**src/rtl/mul4_seq.sv**
```systemverilog
// mul4_seq: 4x4 unsigned sequential multiplier built from one 2x2 multiplier
// stepped over four cycles, accumulating shifted partial products.
//
// Ports:
//   clk    - sole clock, rising edge
//   rst    - synchronous reset, active-high
//   start  - begin a multiply (accepted only when idle)
//   a_in   - 4-bit unsigned multiplicand, captured on accept
//   b_in   - 4-bit unsigned multiplier, captured on accept
//   busy   - high while the four-step sequence runs
//   done   - completion flag (pulse, or held when STICKY_DONE=1)
//   p      - 8-bit product of the last completed multiply
//
// Parameter STICKY_DONE: 0 = one-cycle done pulse, 1 = done held until the
// next accepted start or reset.
// Optional macro MUL4_SEQ_ZERO_SKIP_EN: a zero operand completes at once
// (p=0, done next cycle) without entering RUN.

module mul4_seq #(
    parameter bit STICKY_DONE = 1'b0
) (
    input  logic       clk,
    input  logic       rst,
    input  logic       start,
    input  logic [3:0] a_in,
    input  logic [3:0] b_in,
    output logic       busy,
    output logic       done,
    output logic [7:0] p
);

    typedef enum logic {
        IDLE = 1'b0,
        RUN  = 1'b1
    } state_e;

    state_e      state_q;
    logic [1:0]  k_q;
    logic [7:0]  acc_q;
    logic [3:0]  ra_q;
    logic [3:0]  rb_q;
    logic [7:0]  p_q;
    logic        done_q;
    logic        busy_q;

    logic [1:0]  opa_d;
    logic [1:0]  opb_d;
    logic [3:0]  pp_d;
    logic [7:0]  pps_d;
    logic [7:0]  sum_d;

    // k[1] picks the multiplicand half, k[0] the multiplier half, so the
    // order is lo*lo, lo*hi, hi*lo, hi*hi.
    assign opa_d = k_q[1] ? ra_q[3:2] : ra_q[1:0];
    assign opb_d = k_q[0] ? rb_q[3:2] : rb_q[1:0];

    // The single 2x2 multiplier shared by every step.
    assign pp_d = {2'b00, opa_d} * {2'b00, opb_d};

    // Weight of the partial product: 0, 2, 2, 4 bits.
    always_comb begin
        pps_d = {4'b0000, pp_d};
        unique case (k_q)
            2'd0: pps_d = {4'b0000, pp_d};
            2'd1: pps_d = {2'b00, pp_d, 2'b00};
            2'd2: pps_d = {2'b00, pp_d, 2'b00};
            2'd3: pps_d = {pp_d, 4'b0000};
        endcase
    end

    assign sum_d = acc_q + pps_d;

    always_ff @(posedge clk) begin
        if (rst) begin
            state_q <= IDLE;
            k_q     <= 2'd0;
            acc_q   <= 8'd0;
            ra_q    <= 4'd0;
            rb_q    <= 4'd0;
            p_q     <= 8'd0;
            done_q  <= 1'b0;
            busy_q  <= 1'b0;
        end else begin
            unique case (state_q)
                IDLE: begin
                    if (!STICKY_DONE) begin
                        done_q <= 1'b0;
                    end
`ifdef MUL4_SEQ_ZERO_SKIP_EN
                    if (start && (a_in == 4'd0 || b_in == 4'd0)) begin
                        p_q    <= 8'd0;
                        done_q <= 1'b1;
                    end else
`endif
                    if (start) begin
                        ra_q    <= a_in;
                        rb_q    <= b_in;
                        acc_q   <= 8'd0;
                        k_q     <= 2'd0;
                        state_q <= RUN;
                        busy_q  <= 1'b1;
                        done_q  <= 1'b0;
                    end
                end
                RUN: begin
                    // start is ignored here; operands stay frozen.
                    acc_q <= sum_d;
                    k_q   <= k_q + 2'd1;
                    if (k_q == 2'd3) begin
                        p_q     <= sum_d;
                        done_q  <= 1'b1;
                        busy_q  <= 1'b0;
                        state_q <= IDLE;
                        k_q     <= 2'd0;
                    end
                end
                default: state_q <= IDLE;
            endcase
        end
    end

    assign busy = busy_q;
    assign done = done_q;
    assign p    = p_q;

endmodule

```
**config.mk**
```make
export PLATFORM = sky130hd
export DESIGN_NAME = mul4_seq
export DESIGN_NICKNAME = d
export VERILOG_FILES = /design/src/rtl/mul4_seq.sv
export SDC_FILE = /design/constraint.sdc
export NUM_CORES = 1
export LEC_CHECK = 0
export BUFFER_PORTS_ARGS = -buffer_cell sky130_fd_sc_hd__buf_2
export CORE_MARGIN = 2
export CORE_UTILIZATION = 44
export CTS_BUF_LIST = sky130_fd_sc_hd__clkbuf_4 sky130_fd_sc_hd__clkbuf_8
export CTS_CLUSTER_DIAMETER = 150
export DETAILED_ROUTE_END_ITERATION = 10
export PLACE_DENSITY = 0.62
export SLEW_MARGIN = 10
export SYNTH_ARGS = -nofsm -noshare
export SYNTH_HDL_FRONTEND = slang
export SYNTH_SLANG_ARGS = --single-unit
```
**constraint.sdc**
```tcl
create_clock -name clk -period 3.55 [get_ports clk]
set_input_delay 0.71 -clock clk [delete_from_list [all_inputs] [get_ports clk]]
set_output_delay 0.71 -clock clk [all_outputs]
set_load 0.01 [all_outputs]
```
==> impl_metrics.json <==
{
  "ios": 21,
  "crit_path_max_fanout": 6,
  "vias": 1370,
  "rows": 21,
  "critical_path_class": "reg -> reg",
  "finClkSkew_ns": 0.0143,
  "p_int_uw": 427,
  "synth_compound_area_frac": 0.174,
  "nets": 234,
  "htreeDepth": 2,
  "synthMostInstantiatedCell": "nand2_1",
  "grt_max_degree": 36,
  "powerDensity_nw_per_um2": 339,
  "grt_usage": 0.188,
  "synth.top_cell.area_share": 0.373,
  "synth_edf_count": 0,
  "netSwitchingFraction": 0.278,
  "synth.avg_cell_area_sq_um": 8.19,
  "cts_hold_buf": 0,
  "initial_core_util": 0.462,
  "worst_path_most_repeated_cell": "ha_1",
  "post-cts-setup-buffers": 0,
  "cts-root-buf": "clkbuf_4",
  "core_sq_um": 3360,
  "synth_xor_area_frac": 0.0459,
  "ir_drop_mv": 0.184,
  "drt-total-wl_um": 3510,
  "io_buffer_count": 20,
  "chipHeight_um": 63.5,
  "synth-main-ff-cell": "dfxtp_1",
  "gp_congestion": 0.908,
  "cts_made_buffers": 5,
  "syn_inst": 190,
  "cp_slowest_cell": "or4b_1",
  "synthTopCellsByArea": "dfxtp_1 (37%), ha_1 (9.7%), nand2_1 (8.0%), a21oi_1 (7.1%), nor2_1 (5.8%)",
  "cts_tree": "built",
  "crit_path_end_kind": "register",
  "cts_buffer_depth": 2,
  "die_w_um": 63.5,
  "grt_pass1_wl_um": 5890,
  "fillCellCount": 373,
  "yosysUniqueCellTypes": 37,
  "synth-seq-area-share": 0.373,
  "async_flop_share": 0,
  "max_clock_freq_ghz": 0.338,
  "holdWs_ns": 0.459,
  "die_area_sq_um": 4030,
  "power.leakage_nw": 0.749,
  "worst_path_largest_cell_delay_ns": 0.46,
  "slew_violations": 0,
  "drt-wirelength-per-cell_um": 13.7,
  "critPathLaunchType": "register",
  "wl_met2_um": 1760,
  "cts.clk_slew.worst_paths_ns": 0.10,
  "finalSetupTns_ns": 0,
  "synth_simple_gate_area_frac": 0.242,
  "netlist_area_sq_um": 1560,
  "yosysTopAreaCell": "dfxtp_1",
  "wl_met3_um": 178,
  "drv_cap": 0,
  "antenna_cells": 0,
  "synthTopCellsByCount": "nand2_1 (33), dfxtp_1 (29), nor2_1 (24)",
  "ant_nets": 0,
  "layout.area.seq_sq_um": 581,
  "rsz0062_at_grt": "no",
  "grt.overflow.total": 0,
  "seqPwrFrac": 0.581,
  "fin_util": 0.517,
  "post-route-drc-count": 0,
  "fin_crit_sh": 0.834,
  "worst_pin_slew_ns": 0.598,
  "yosys-mux-area-fraction": 0.0257,
  "dp_hpwl_um": 2590,
  "run_status": "finished clean",
  "drive_gt1_frac": 0.156,
  "yosys_warnings": 0,
  "area_delta_synth_final_pct": 11.9,
  "wl_met1_um": 1510,
  "synth_top_family_by_area": "simple AND/OR/NAND/NOR gates",
  "first_iter_violations": 31,
  "dp_slack_ns": 0.602,
  "post_cts_resized": 0,
  "multi_input_area_sq_um": 928,
  "highest_layer": "met4",
  "cts_num_sinks": 29,
  "worstPathArrival_ns": 3.21,
  "syn_nets": 214,
  "vias_per_cell": 5.33,
  "p_clk_frac": 0.333,
  "p_comb_frac": 0.086,
  "clkLatencyLatePin_ns": 0.33,
  "drt_pass1_iterations": 4,
  "antenna_found_initial": 0,
  "grt_pass1_vias": 1361,
  "synthAdderAreaFrac": 0.109,
  "cp_cell_sequence": "mux2i_1 -> nor2_1 -> ha_1 -> ha_1 -> a22oi_1 -> nor2_1 -> ha_1 -> nand2_1 -> o21ai_1 -> or4b_1 -> o311ai_1",
  "layout_min_cycle_time_ns": 2.96,
  "setup_viol": 0,
  "maxSlewHeadroom": 0.601,
  "worstHoldPathType": "reg -> reg",
  "required_ns": 3.80,
  "hold_viol": 0,
  "synth_seq_cells": 29,
  "final.setup.worst_slack_ns": 0.589,
  "switchingPower_uw": 164
}
## registers in the layout, summed over array words and instances (netlist names)
| signal | cells |
|---|---|
| acc_q | 8 |
| p | 8 |
| ra_q | 4 |
| rb_q | 4 |
| k_q | 2 |
| busy | 1 |
| done | 1 |
| state_q | 1 |
## per-layer routing
metal / GRT usage / vias up
li1: - / 696
met1: 0.204 / 631
met2: 0.347 / 33
met3: 0.0500 / 10
met4: 0.0707 / 0
met5: 0 / -
## worst max-delay path, delay by kind of cell, from the launching register on
| kind | cells | cell delay [ns] |
|---|---|---|
| adder cells (fa/ha/maj) | 3 | 0.88 |
| AND/OR/NAND/NOR | 4 | 0.70 |
| AO/OA/AOI/OAI | 3 | 0.55 |
| flip-flops | 1 | 0.45 |
| multiplexers | 1 | 0.29 |
## stage by stage
step	instance area [sq um]	power [mW]	instances
final	1740	0.591	257
after detailed placement	1690	0.402	249
after CTS	1740	0.598	257
after global routing	1740	0.622	257
after floorplan	1560	0.384	190
after global placement	1690	0.400	249
## placed cells by master (no fill, tap or decap), types with 2 or more instances in the layout
master,count
a22oi_1,2
o21ai_1,3
and2_1,3
clkbuf_4,5
clkinv_2,2
ha_1,12
nand3_1,2
nand3b_1,2
inv_1,4
and3_1,4
nand2_1,33
nor2_1,24
dfxtp_1,29
buf_2,20
nor3_1,5
a21o_1,2
a21oi_1,22
o21ai_0,3
nand2b_1,2
xnor2_1,5
mux2i_1,4
a211o_1,2
a211oi_1,3
nor3b_1,3
## final timing paths
path	cells past startpoint	slack (ns)	from	to
worst min-delay path	2	0.46	p[1]	p[1]
worst min register to register	2	0.46	p[1]	p[1]
worst max-delay path	11	0.59	k_q[0]	acc_q[5]
worst max register to register	11	0.59	k_q[0]	acc_q[5]
## power groups by stage
| stage | clock (mW) | sequential, mW | combinational, mW |
|---|---|---|---|
| after CTS | 0.203 | 0.343 | 0.0515 |
| after floorplan | 0 | 0.347 | 0.0365 |
| after detailed placement | 0 | 0.351 | 0.0512 |
| after global placement | 0 | 0.351 | 0.0492 |
| final | 0.197 | 0.343 | 0.0511 |
| after global routing | 0.219 | 0.345 | 0.0580 |
## kinds of logic after synthesis
logic type,count (synthesis)
and+or+nand+nor,82
AOI/OAI and AO/OA,44
DFF,29
adders and majority gates,13
buffers and inverters,12
xor gates and xnor gates,6
muxes,4
## final cells by class
cell class | instances | share of cell area
inverter | 5 | 0.0108
clock inverter | 3 | 0.0101
clock buffer | 5 | 0.0216
timing repair buffer | 20 | 0.0575
tap | 46 | 0.0331
sequential | 29 | 0.334
multi-input combinational | 149 | 0.533
Note: power is estimated with default switching activity, not from simulation.
